===== src/rtl/led_fade_pwm_pkg.sv =====
// Shared constants for the LED fade/PWM stage.
// Default clock and width give roughly a 1 s full-scale fade.
package led_pkg;

  localparam int LED_COUNT        = 4;
  localparam int CLK_FREQ_HZ      = 50_000_000;
  localparam int PWM_BITS         = 8;
  localparam int FADE_STEP_CYCLES = CLK_FREQ_HZ / ((1 << PWM_BITS) - 1);

  // A one-cycle step period still needs a 1-bit counter.
  function automatic int step_width(input int cycles);
    return (cycles > 1) ? $clog2(cycles) : 1;
  endfunction

endpackage


===== src/rtl/led_fade_channel.sv =====
// One LED channel: saturating brightness level plus registered PWM compare.
// Define LED_FADE_GAMMA_EN for a square-law (perceptual) duty curve.
module led_fade_channel #(
  parameter int PWM_BITS = 8
) (
  input  logic                clk,
  input  logic                rst_n,
  input  logic                tick,
  input  logic [PWM_BITS-1:0] pwm_cnt,
  input  logic                target,
  output logic                led_out,
  output logic                at_target
);

  localparam logic [PWM_BITS-1:0] MAX = '1;

  logic [PWM_BITS-1:0] level;
  logic [PWM_BITS-1:0] duty;

`ifdef LED_FADE_GAMMA_EN
  logic [2*PWM_BITS-1:0] square;
  assign square = level * level;
  assign duty   = square[2*PWM_BITS-1:PWM_BITS];
`else
  assign duty = level;
`endif

  assign at_target = target ? (level == MAX) : (level == '0);

  // Level only moves toward the target on a tick, so it saturates at the endpoints.
  always_ff @(posedge clk or negedge rst_n) begin
    if (!rst_n) begin
      level   <= '0;
      led_out <= 1'b0;
    end else begin
      if (tick && !at_target) begin
        level <= target ? level + 1'b1 : level - 1'b1;
      end
      led_out <= (level == MAX) || (duty > pwm_cnt);
    end
  end

endmodule


===== src/rtl/led_fade_pwm.sv =====
// LED crossfade stage: registers the sequencer pattern and PWM-fades each channel.
// Optional square-law duty curve via LED_FADE_GAMMA_EN (see led_fade_channel).
module led_fade_pwm #(
  parameter int LED_COUNT   = led_pkg::LED_COUNT,
  parameter int PWM_BITS    = led_pkg::PWM_BITS,
  parameter int STEP_CYCLES = led_pkg::FADE_STEP_CYCLES
) (
  input  logic                 clk,
  input  logic                 rst_n,
  input  logic [LED_COUNT-1:0] led_in,
  output logic [LED_COUNT-1:0] led_out,
  output logic                 busy
);

  import led_pkg::*;

  localparam int SW = step_width(STEP_CYCLES);
  localparam logic [SW-1:0] STEP_LAST = SW'(STEP_CYCLES - 1);

  logic [LED_COUNT-1:0] target;
  logic [LED_COUNT-1:0] at_target;
  logic [SW-1:0]        step_cnt;
  logic [PWM_BITS-1:0]  pwm_cnt;
  logic                 tick;

  assign tick = (step_cnt == STEP_LAST);

  // Step and PWM counters free-run; pattern changes never restart them.
  always_ff @(posedge clk or negedge rst_n) begin
    if (!rst_n) begin
      target   <= '0;
      step_cnt <= '0;
      pwm_cnt  <= '0;
      busy     <= 1'b0;
    end else begin
      target   <= led_in;
      step_cnt <= tick ? '0 : step_cnt + 1'b1;
      pwm_cnt  <= pwm_cnt + 1'b1;
      busy     <= ~&at_target;
    end
  end

  for (genvar i = 0; i < LED_COUNT; i++) begin : g_chan
    led_fade_channel #(
      .PWM_BITS (PWM_BITS)
    ) u_chan (
      .clk       (clk),
      .rst_n     (rst_n),
      .tick      (tick),
      .pwm_cnt   (pwm_cnt),
      .target    (target[i]),
      .led_out   (led_out[i]),
      .at_target (at_target[i])
    );
  end

endmodule


===== config.mk =====
export PLATFORM = sky130hd
export DESIGN_NAME = led_fade_pwm
export DESIGN_NICKNAME = d
export VERILOG_FILES = /design/src/rtl/led_fade_pwm_pkg.sv /design/src/rtl/led_fade_channel.sv /design/src/rtl/led_fade_pwm.sv
export SDC_FILE = /design/constraint.sdc
export NUM_CORES = 1
export LEC_CHECK = 0
export ABC_AREA = 1
export BUFFER_PORTS_ARGS = -buffer_cell sky130_fd_sc_hd__buf_2
export CAP_MARGIN = 5
export CELL_PAD_IN_SITES_DETAIL_PLACEMENT = 0
export CELL_PAD_IN_SITES_GLOBAL_PLACEMENT = 1
export CORE_ASPECT_RATIO = 2
export CORE_MARGIN = 3
export CORE_UTILIZATION = 41
export CTS_CLUSTER_SIZE = 12
export DETAILED_ROUTE_END_ITERATION = 10
export PLACE_DENSITY_LB_ADDON = 0.3
export SLEW_MARGIN = 20
export SYNTH_ARGS = -nofsm -noshare
export SYNTH_HDL_FRONTEND = slang
export SYNTH_SLANG_ARGS = --single-unit

===== constraint.sdc =====
create_clock -name clk -period 1.7 [get_ports clk]
set_clock_uncertainty 0.2 [all_clocks]
set_input_delay 0.34 -clock clk [delete_from_list [all_inputs] [get_ports clk]]
set_output_delay 0.34 -clock clk [all_outputs]
set_load 0.01 [all_outputs]

# --- After elaboration in Yosys (flattened, before gate mapping) ---
# Cells that the tools add are included.
classes:
  addsub: 10
  magnitude_cmp: 4
  eq_ne: 5
  n_mux: 9
  n_reduce_logical: 18
ops:
  columns: ["op", "n"]
  rows:
  - ["adder 8 x 1 -> 8 bit, second input constant", 5]
  - ["== test 8 bit, second input constant", 4]
  - ["greater-than comparator 8 bit", 4]
  - ["logical NOT 8 bit", 4]
  - ["2-to-1 mux 8 bit", 4]
  - ["subtractor 8 x 1 -> 8 bit, second input constant", 4]
  - ["adder 18 x 1 -> 18 bit, second input constant", 1]
  - ["== test 18 bit, second input constant", 1]
  - ["2-to-1 mux 18 bit", 1]
  - ["logical NOT 1 bit", 5]
  - ["logical AND 1 bit", 4]
  - ["logical OR 1 bit", 4]
  - ["2-to-1 mux 1 bit", 4]
  - ["AND reduction 4 bit", 1]
totals:
  regBits: 67
  output_inout_bits: 5
  word_cells: 58

# --- Longest topological paths before layout ---
# Gate-level depths: netlist of the first run.
depth:
  ltp_word: 4
  mapped_depth: 11
  mapped_depth_nobuf: 11

# --- Modules after synthesis ---
# A second synthesis of the first run with hierarchy kept.
hier_totals:
  hier_cells: 741
  hier_area_um2: 5251.3
by_module_without_submodules:
  columns: ["module", "instances", "cells_each", "area_per_inst_um2", "seq_area_each_um2"]
  rows:
  - ["led_fade_channel", 4, 137, 915.9, 225.2]
  - ["led_fade_pwm", 1, 193, 1587.8, 775.7]

# --- Worst setup path after synthesis of the first run ---
# OpenSTA, ideal clock, no wires.
synth_path:
  kind: "reg2reg"
  from: "register target[3]"
  to: "register g_chan[3].u_chan.level[5]"
  setup_time_ps: 121
  arrival_time_ps: 1478
  required_ps: 1379
  path_slack_ps: -99
  stages_incl_launch_ff: 10
  path_buffers: 0
  synth_period_minus_slack_ps: 1799
  cell_sequence: "dfrtp_1 inv_1 ha_1 or2_2 nand3b_1 nand2_1 nand2_1 nand2_1 nand2_1 nand2_1"
synth_between:
  elab_chain_cells: 3
  elab_cells_between_ends: 4
  classes_between: "mux (2); reduce/logical (2)"
synth_lines:
  columns: ["item", "line_no", "text"]
  rows:
  - ["from (decl)", "led_fade_pwm.sv:20", "logic [LED_COUNT-1:0] target;"]
  - ["from (signal assigned)", "led_fade_pwm.sv:36", "target <= led_in;"]
  - ["2-to-1 mux 1 bit", "led_fade_channel.sv:28", "assign at_target = target ? (level == MAX) : (level == '0);"]
  - ["logical NOT 1 bit", "led_fade_channel.sv:36", "if (tick && !at_target) begin"]
  - ["logical AND 1 bit", "led_fade_channel.sv:36", null]
  - ["to (signal assigned)", "led_fade_channel.sv:37", "level <= target ? level + 1'b1 : level - 1'b1;"]
  - ["to (decl)", "led_fade_channel.sv:17", "logic [PWM_BITS-1:0] level;"]
# Several ways; a longest one is shown, not always the timed one.
# A chain may end at the register's enable or synchronous reset.

# --- Worst setup path in the final report of the first run ---
layout_path:
  from: "register target[3]"
  to: "register g_chan[3].u_chan.level[6]"
# The elaborated chain is that of the path after synthesis.

==> load_flow_metrics.sql, run 1 <==
INSERT INTO impl_metrics (metric_group, metric, value, unit) VALUES
('drt', 'route.final.wire_length', '14370', 'um'),
('setup_path', 'critPathLaunchType', 'register', ''),
('sta', 'finalCriticalPeriod', '1.762', 'ns'),
('drt', 'detailedRoute.firstIterationViolations', '203', ''),
('setup_path', 'path_buf_inv', '1', ''),
('pwr', 'sequentialPowerShare', '0.420', ''),
('run_status', 'violations_in_the_final_reports', 'setup timing', ''),
('logic_synthesis', 'synth_area', '0.005321', 'sq mm'),
('final_layout', 'finalNonFillerCells', '1039', ''),
('flow_run', 'drv_cap', '0', ''),
('sta', 'total_of_endpoints_with_negative_setup_slack_in_the_final_report', '26', ''),
('sta', 'fin_setup_tns', '-0.6626', 'ns'),
('pwr', 'p_comb_frac', '0.096', ''),
('floorplanning', 'pin_count', '11', ''),
('floorplanning', 'core_region_area', '0.01263', 'sq mm'),
('final_layout', 'area_growth_syn_to_layout', '42.77', '%'),
('pwr', 'max-vdd-ir-drop', '452.5', 'uV'),
('clocking', 'cts_made_buffers', '9', ''),
('sta', 'setup_ws', '-0.06221', 'ns'),
('drt', 'drt-vias-per-instance', '4.880', ''),
('clocking', 'clock_pin_transition_on_the_worst_setup_and_hold_timing_paths', '0.06', 'ns'),
('drt', 'post_drt_wl_per_cell', '13.83', 'um'),
('sta', 'unrepaired_setup_endpoints_after_global_routing', 'yes', ''),
('sta', 'max_freq', '0.5675', 'GHz'),
('setup_path', 'timing.critical_path.fanout_max', '6', ''),
('clocking', 'cts.htree.levels', '3', ''),
('grt', 'grt_max_degree', '35', ''),
('placed_design', 'number_of_input_and_output_port_buffers_inserted', '10', ''),
('grt', 'number_of_global_route_vias_before_repair', '5222', ''),
('sta', 'layout_worst_path_cycle_share', '1.037', ''),
('clocking', 'ctsLongestPathBuffers', '2', ''),
('setup_path', 'cpMostUsedCell', 'nand2_1', ''),
('placed_design', 'numPlacedInstances', '998', ''),
('clocking', 'clockRootBuffer', 'clkbuf_16', ''),
('pwr', 'internal_power', '2.947', 'mW'),
('setup_path', 'slowest_delay', '0.42', 'ns'),
('clocking', 'clk_latency', '0.33', 'ns'),
('sta', 'final_hold_viol_count', '0', ''),
('final_layout', 'insertedDiodeCount', '0', ''),
('logic_synthesis', 'synthesis.instances', '757', ''),
('pwr', 'power_leakage', '3.968', 'nW'),
('floorplanning', 'start_util', '0.4214', ''),
('logic_synthesis', 'ys_warn_count', '0', ''),
('logic_synthesis', 'synth_area_per_cell', '7.030', 'sq um'),
('final_layout', 'n_fill_cell', '1175', ''),
('pwr', 'swShare', '0.2309', ''),
('sta', 'worst_slew_margin_rel', '0.7620', ''),
('sta', 'drv_slew', '0', ''),
('logic_synthesis', 'synthDistinctLibCells', '28', ''),
('floorplanning', 'fp.dieH', '167.1', 'um'),
('pwr', 'p_sw', '0.8847', 'mW'),
('setup_path', 'setup.worst_path.class', 'register to register', ''),
('placed_design', 'dp_slack', '-0.1636', 'ns'),
('drt', 'drc', '0', ''),
('grt', 'grt_first_pass_wirelength', '24040', 'um'),
('pwr', 'clockPowerShare', '0.484', ''),
('drt', 'detailroute.via_count', '5070', ''),
('setup_path', 'slowest_cell_on_the_critical_path', 'dfrtp_2', ''),
('floorplanning', 'fp.dieW', '86.56', 'um'),
('logic_synthesis', 'synthesis.nets', '826', ''),
('clocking', 'cts_tree', 'yes', ''),
('grt', 'number_of_antenna_violations_at_the_first_check_in_global_routing', '0', ''),
('worst_hold_path', 'worstHoldPathType', 'input pin to asynchronous set/reset pin', ''),
('run_status', 'status', 'finished, violations left', ''),
('setup_path', 'path_delay_family', 'simple AND/OR/NAND/NOR gates', ''),
('logic_synthesis', 'synth_sequential_area_ratio', '0.3151', ''),
('final_layout', 'fin_nets', '953', ''),
('sta', 'worst_pin_slew', '0.3557', 'ns'),
('setup_path', 'worst_setup_path_end_kind', 'register', ''),
('drt', 'dr.pass1.iters', '4', ''),
('setup_path', 'cp_cell_sequence', 'clkinv_4 > ha_4 > or2_4 > nand3_4 > nand2_2 > nand2_1 > nand2_1 > nand2_1 > nand2_1', ''),
('pwr', 'power.density', '504.3', 'mW/mm^2'),
('placed_design', 'gp_congestion', '0.8359', ''),
('placed_design', 'post-dp-hpwl', '10830', 'um'),
('clocking', 'clock-sinks', '67', ''),
('floorplanning', 'placementRows', '58', ''),
('floorplanning', 'dieArea', '0.01446', 'sq mm'),
('drt', 'antenna_left', '0', ''),
('grt', 'grt_util_all_layers', '0.2075', ''),
('grt', 'grt-ovfl-total', '0', ''),
('setup_path', 'worst_ep_required_time', '1.72', 'ns'),
('final_layout', 'final_layout_size_suffix_gt1_frac', '0.3543', ''),
('logic_synthesis', 'synth_seq_cells', '67', ''),
('setup_path', 'crit_path_dat', '1.78', 'ns');
per-stage QoR:
step           cell area [sq um]  hold slack [ns]  total power [mW]  utilization
2_1_floorplan               5386          -0.1556             1.766            -
3_3_place_gp                6262          0.05479             1.890       0.4959
3_5_place_dp                6262          0.06053             1.895       0.4959
4_1_cts                     7032           0.2621             3.824       0.5569
5_1_grt                     7597           0.2798             3.987       0.6017
6_report                    7597           0.2471             3.831       0.6017
kinds of logic after synthesis:
family / count (synthesis) / share of synthesized area
AND/OR/NAND/NOR: 442 / 0.3522
XOR/XNOR: 31 / 0.05102
AO/OA/AOI/OAI: 49 / 0.04820
adder cells (fa/ha/maj): 63 / 0.1538
flip-flops: 67 / 0.3151
buffers and inverters: 105 / 0.07971
power groups by stage:
stage / Sequential (mW) / Combinational, mW / Clock [mW]
after floorplan: 1.64 / 0.130 / 0
after global placement: 1.63 / 0.256 / 0
after detailed placement: 1.63 / 0.261 / 0
after CTS: 1.61 / 0.326 / 1.89
after global routing: 1.61 / 0.405 / 1.98
final: 1.61 / 0.369 / 1.86
layout by cell type (no fill, tap or decap), types with 4 or more instances in the layout:
| master | Yosys | final |
|---|---|---|
| a21oi_1 | 26 | 18 |
| xnor2_1 | 13 | 9 |
| dlygate4sd3_1 | 0 | 5 |
| or2_4 | 0 | 8 |
| inv_1 | 85 | 73 |
| buf_4 | 4 | 81 |
| ha_4 | 0 | 25 |
| nor2_1 | 78 | 59 |
| buf_6 | 2 | 20 |
| inv_4 | 0 | 4 |
| nor2_2 | 5 | 17 |
| fa_2 | 0 | 4 |
| nor2_4 | 5 | 12 |
| inv_2 | 14 | 20 |
| o21ai_0 | 9 | 6 |
| clkbuf_16 | 0 | 9 |
| o21ai_1 | 10 | 13 |
| ha_1 | 59 | 34 |
| nand4_1 | 7 | 7 |
| nand3b_1 | 9 | 9 |
| dfrtp_2 | 0 | 7 |
| nand2_1 | 284 | 230 |
| nand2_4 | 0 | 12 |
| nand3_4 | 1 | 5 |
| xor2_1 | 18 | 18 |
| buf_12 | 0 | 5 |
| nand3_1 | 32 | 25 |
| nand3_2 | 2 | 6 |
| dfrtp_1 | 67 | 60 |
| a21oi_2 | 0 | 8 |
| xnor2_2 | 0 | 4 |
| nand2_2 | 6 | 46 |
| buf_2 | 0 | 10 |
sequential cells by signal, indices dropped and copies added, names as in the netlist:
| name | count |
|---|---|
| g_chan.u_chan.led_out | 4 |
| busy | 1 |
| pwm_cnt | 8 |
| target | 4 |
| g_chan.u_chan.duty | 32 |
| step_cnt | 18 |
path summary, 6_finish.rpt:
kind | end | slack [ns] | cells past startpoint | from
min in group clk | pwm_cnt[6] | 0.33 | 1 | pwm_cnt[6]
hold / removal | step_cnt[13] | 0.25 | 2 | rst_n
setup reg to reg | g_chan[3].u_chan.duty[6] | -0.06 | 9 | target[3]
hold reg to reg | pwm_cnt[6] | 0.33 | 1 | pwm_cnt[6]
setup / recovery | g_chan[3].u_chan.duty[6] | -0.06 | 9 | target[3]
max in group asynchronous | target[3] | 0.53 | 3 | rst_n
timing repair:
item	in CTS	in global routing
pin swaps	44	60
hold endpoints to repair	14	0
setup buffers	10	9
setup endpoints to repair	42	50
resized for setup	70	125
hold buffers	5	0
gates cloned	0	1
routing by layer:
layer	GRT usage	routed length, um	up-vias
li1	-	-	2630
met1	0.2278	5538	2361
met2	0.3873	8234	51
met3	0.02806	240	28
met4	0.08412	361	0
met5	0	0	-
final cells by class:
cell class | count | area, sq um | share of cell area
clock inverter | 5 | 52.55 | 0.006917
sequential | 67 | 1685 | 0.2218
timing repair buffer | 121 | 1033 | 0.1360
tap | 150 | 187.7 | 0.02470
clock buffer | 11 | 242.7 | 0.03195
multi-input combinational | 586 | 4004 | 0.5270
inverter | 99 | 391.6 | 0.05155
worst register-to-register path: stages, from the launching register on:
cell and delay, ns:
dfrtp_2 0.42, clkinv_4 0.14, ha_4 0.28, or2_4 0.26, nand3_4 0.07, nand2_2 0.04
nand2_1 0.06, nand2_1 0.06, nand2_1 0.08, nand2_1 0.05
cell usage after synthesis:
cell	n	area, sq um
a21oi_1	26	130.1
buf_4	4	30.03
buf_6	2	22.52
dfrtp_1	67	1677
fa_1	4	80.08
ha_1	59	738.2
inv_1	85	319.1
inv_2	14	52.55
nand2_1	284	1066
nand2_2	6	37.54
nand3_1	32	160.2
nand3_2	2	20.02
nand3_4	1	17.52
nand3b_1	9	67.56
nand4_1	7	43.79
nor2_1	78	292.8
nor2_2	5	31.28
nor2_4	5	56.30
nor3_1	3	15.01
nor3_2	1	10.01
o21a_1	3	22.52
o21ai_0	9	45.04
o21ai_1	10	50.05
o21ai_2	1	8.760
or2_1	1	6.260
or2_2	8	50.05
xnor2_1	13	113.9
xor2_1	18	157.7
No activity file was read; power rests on OpenSTA's default activity.
==> run 2, diff against run 1 <==
- ABC_AREA: 1 -> not set
- SETUP_SLACK_MARGIN: not set -> 0.02
==> load_flow_metrics.sql, run 2 <==
INSERT INTO impl_metrics (metric_group, metric, value, unit) VALUES
('final_layout', 'finalNonFillerCells', '767', ''),
('logic_synthesis', 'synthDistinctLibCells', '44', ''),
('sta', 'final_hold_viol_count', '0', ''),
('sta', 'setup_ws', '-0.5637', 'ns'),
('drt', 'route.final.wire_length', '12210', 'um'),
('pwr', 'power.density', '633.5', 'mW/mm^2'),
('run_status', 'violations_in_the_final_reports', 'setup timing', ''),
('setup_path', 'critical_path.endpoint', 'step_cnt[15]', ''),
('floorplanning', 'fp.dieW', '79.99', 'um'),
('clocking', 'clk_latency', '0.34', 'ns'),
('grt', 'grt_util_all_layers', '0.2113', ''),
('setup_path', 'worst_setup_path_end_kind', 'register', ''),
('pwr', 'power_leakage', '3.281', 'nW'),
('grt', 'grt-ovfl-total', '0', ''),
('drt', 'drc', '0', ''),
('final_layout', 'area_growth_syn_to_layout', '48.36', '%'),
('setup_path', 'reg2reg_setup_slack', '-0.56', 'ns'),
('drt', 'dr.pass1.iters', '4', ''),
('sta', 'finalCriticalPeriod', '2.264', 'ns'),
('pwr', 'max-vdd-ir-drop', '479.8', 'uV'),
('drt', 'detailedRoute.firstIterationViolations', '197', ''),
('setup_path', 'crit-reg2reg-launch', 'step_cnt[1]', ''),
('drt', 'detailroute.via_count', '4048', ''),
('grt', 'grt_max_degree', '34', ''),
('floorplanning', 'start_util', '0.4231', ''),
('final_layout', 'insertedDiodeCount', '0', ''),
('setup_path', 'setup.worst_path.start', 'step_cnt[1]', ''),
('sta', 'drv_slew', '0', ''),
('clocking', 'clock-sinks', '67', ''),
('final_layout', 'largest_register_ffs', '32', ''),
('logic_synthesis', 'synth_largest_type_area_fraction', '0.3735', ''),
('drt', 'drt-vias-per-instance', '5.278', ''),
('clocking', 'cts.htree.levels', '3', ''),
('clocking', 'ctsLongestPathBuffers', '2', ''),
('drt', 'antenna_left', '0', ''),
('placed_design', 'numPlacedInstances', '732', ''),
('placed_design', 'number_of_input_and_output_port_buffers_inserted', '10', ''),
('logic_synthesis', 'synth_ff_type', 'dfrtp_1', ''),
('floorplanning', 'dieArea', '0.01232', 'sq mm'),
('drt', 'met3WireLength', '180', 'um'),
('final_layout', 'fin_nets', '694', ''),
('logic_synthesis', 'synth_area', '0.004489', 'sq mm'),
('setup_path', 'worst_ep_required_time', '1.72', 'ns'),
('setup_path', 'timing.critical_path.fanout_max', '5', ''),
('grt', 'grt_first_pass_wirelength', '20200', 'um'),
('logic_synthesis', 'netlist_top_cells_count', '67 x dfrtp_1, 59 x ha_1, 34 x nand2_1', ''),
('floorplanning', 'pin_count', '11', ''),
('placed_design', 'gp_congestion', '0.7980', ''),
('final_layout', 'mostFrequentLayoutCell', 'buf_4', ''),
('drt', 'route.layer.met1.wl', '4307', 'um'),
('sta', 'worst_slew_margin_rel', '0.7254', ''),
('grt', 'number_of_antenna_violations_at_the_first_check_in_global_routing', '0', ''),
('drt', 'post_drt_wl_per_cell', '15.92', 'um'),
('drt', 'routed-wl-met2', '7329', 'um'),
('logic_synthesis', 'synthArstFlopShare', '1.000', ''),
('sta', 'layout_worst_path_cycle_share', '1.332', ''),
('logic_synthesis', 'synth_area_per_cell', '9.845', 'sq um'),
('logic_synthesis', 'synthesis.instances', '456', ''),
('logic_synthesis', 'ys_warn_count', '0', ''),
('floorplanning', 'fp.dieH', '154.0', 'um'),
('final_layout', 'final_layout_size_suffix_gt1_frac', '0.3889', ''),
('setup_path', 'crit_path_dat', '2.29', 'ns'),
('clocking', 'cts_made_buffers', '9', ''),
('setup_path', 'reg2reg_depth', '9', ''),
('logic_synthesis', 'yosysMostFrequentCell', 'dfrtp_1', ''),
('logic_synthesis', 'synthTopCellsByArea', 'dfrtp_1 37%, ha_1 16%, xnor2_1 6.0%, o21ai_0 3.6%, xor2_1 3.1%', ''),
('sta', 'max_freq', '0.4418', 'GHz'),
('placed_design', 'post-dp-hpwl', '8979', 'um'),
('sta', 'unrepaired_setup_endpoints_after_global_routing', 'yes', ''),
('final_layout', 'postLayoutCellArea', '0.006660', 'sq mm'),
('clocking', 'clockRootBuffer', 'clkbuf_16', ''),
('setup_path', 'timing.rr.end', 'step_cnt[15]', ''),
('clocking', 'cts_tree', 'yes', ''),
('placed_design', 'post_dp_cell_area', '0.005799', 'sq mm'),
('clocking', 'clock_pin_transition_on_the_worst_setup_and_hold_timing_paths', '0.06', 'ns'),
('flow_run', 'drv_cap', '0', ''),
('sta', 'whs', '0.2505', 'ns'),
('floorplanning', 'placementRows', '53', ''),
('logic_synthesis', 'synth_sequential_area_ratio', '0.3735', ''),
('logic_synthesis', 'synth_enable_flop_cells', '0', ''),
('setup_path', 'setup.worst_path.class', 'register to register', ''),
('run_status', 'status', 'finished, violations left', ''),
('logic_synthesis', 'synth_seq_cells', '67', ''),
('sta', 'worst_pin_slew', '0.4095', 'ns'),
('sta', 'total_of_endpoints_with_negative_setup_slack_in_the_final_report', '53', ''),
('setup_path', 'critPathLaunchType', 'register', ''),
('worst_hold_path', 'worstHoldPathType', 'input pin to asynchronous set/reset pin', ''),
('grt', 'number_of_global_route_vias_before_repair', '4420', ''),
('drt', 'highest-signal-layer', 'met4', ''),
('logic_synthesis', 'synthDominantAreaCellType', 'dfrtp_1', ''),
('floorplanning', 'core_region_area', '0.01061', 'sq mm'),
('logic_synthesis', 'synthesis.nets', '525', ''),
('final_layout', 'layout_common_cells', '129 x buf_4, 63 x dfrtp_1, 48 x ha_1, 31 x nand2_1, 30 x xnor2_1', '');
-- run 2: cell count changes in the layout (fill, tap and decap cells not counted), moves of 15 or more --
| cell | change |
|---|---|
| nand2_1 | -199 |
| inv_1 | -58 |
| buf_4 | +48 |
| nand2_2 | -42 |
| nor2_1 | -36 |
| xnor2_1 | +21 |
| a21o_1 | +17 |
| nor2_2 | -17 |
| inv_2 | -15 |
-- run 2: per-stage QoR --
step	setup TNS, ns	power [mW]	utilization	setup slack [ns]
after floorplan	-14.15	1.717	-	-0.4052
after global placement	-16.39	1.842	0.5466	-0.4660
after detailed placement	-18.06	1.849	0.5466	-0.5086
after CTS	-19.79	4.246	0.6140	-0.5086
after global routing	-27.11	4.342	0.6277	-0.6714
final	-20.72	4.220	0.6277	-0.5637
-- run 2: worst min-delay path by stage --
stage               start          end  slack, ns  depth (start not counted)
global route        rst_n  step_cnt[7]       0.29                          2
global placement    rst_n  step_cnt[7]       0.07                          1
detailed placement  rst_n  step_cnt[7]       0.07                          1
CTS                 rst_n  step_cnt[7]       0.26                          2
finish              rst_n  step_cnt[7]       0.25                          2
floorplan           rst_n         busy      -0.16                          0
-- run 2: layout make-up --
type / count / area, sq um
repair buffers: 167 / 1356
multi-input cells: 358 / 2984
inverters: 22 / 90.09
clock buffers: 12 / 256.5
clock inverters: 4 / 120.1
fillers: 883 / 3950
flip-flops and latches: 67 / 1682
well taps: 137 / 171.4
-- run 2: report_power, final --
| group | internal (mW) | switching, mW |
|---|---|---|
| clock | 1.66 | 0.722 |
| sequential | 1.60 | 0.00334 |
| combinational | 0.112 | 0.119 |
| total | 3.38 | 0.844 |
-- run 2: worst max-delay path, stage by stage, from the launching register on --
cell	delay, ns
dfrtp_1	0.37
inv_1	0.05
ha_1	0.12
nand4_1	0.09
or4_4	0.44
buf_4	0.15
nor3_2	0.20
buf_4	0.21
nor2_1	0.04
mux2_2	0.26
-- run 2: metal layers --
metal | track usage | vias up
li1 | - | 1985
met1 | 0.2078 | 1984
met2 | 0.4165 | 50
met3 | 0.02052 | 29
met4 | 0.1023 | 0
met5 | 0 | -
-- run 2: kinds of logic after synthesis --
family                     count (synthesis)  synth area share
xor gates and xnor gates                  47           0.09169
muxes                                      6           0.01561
adders and majority gates                 63            0.1823
DFF                                       67            0.3735
buffers and inverters                     31           0.03205
and+or+nand+nor                          136            0.1561
AOI/OAI and AO/OA                        106            0.1488
-- run 2: repair_timing --
| action | 4_1_cts | 5_1_grt |
|---|---|---|
| resized for setup | 61 | 28 |
| endpoints found under the setup margin | 54 | 54 |
| hold buffers | 5 | 0 |
| buffers inserted | 5 | 11 |
| pin swaps | 25 | 20 |
| cloned | 1 | 0 |
| hold endpoints to repair | 14 | 0 |
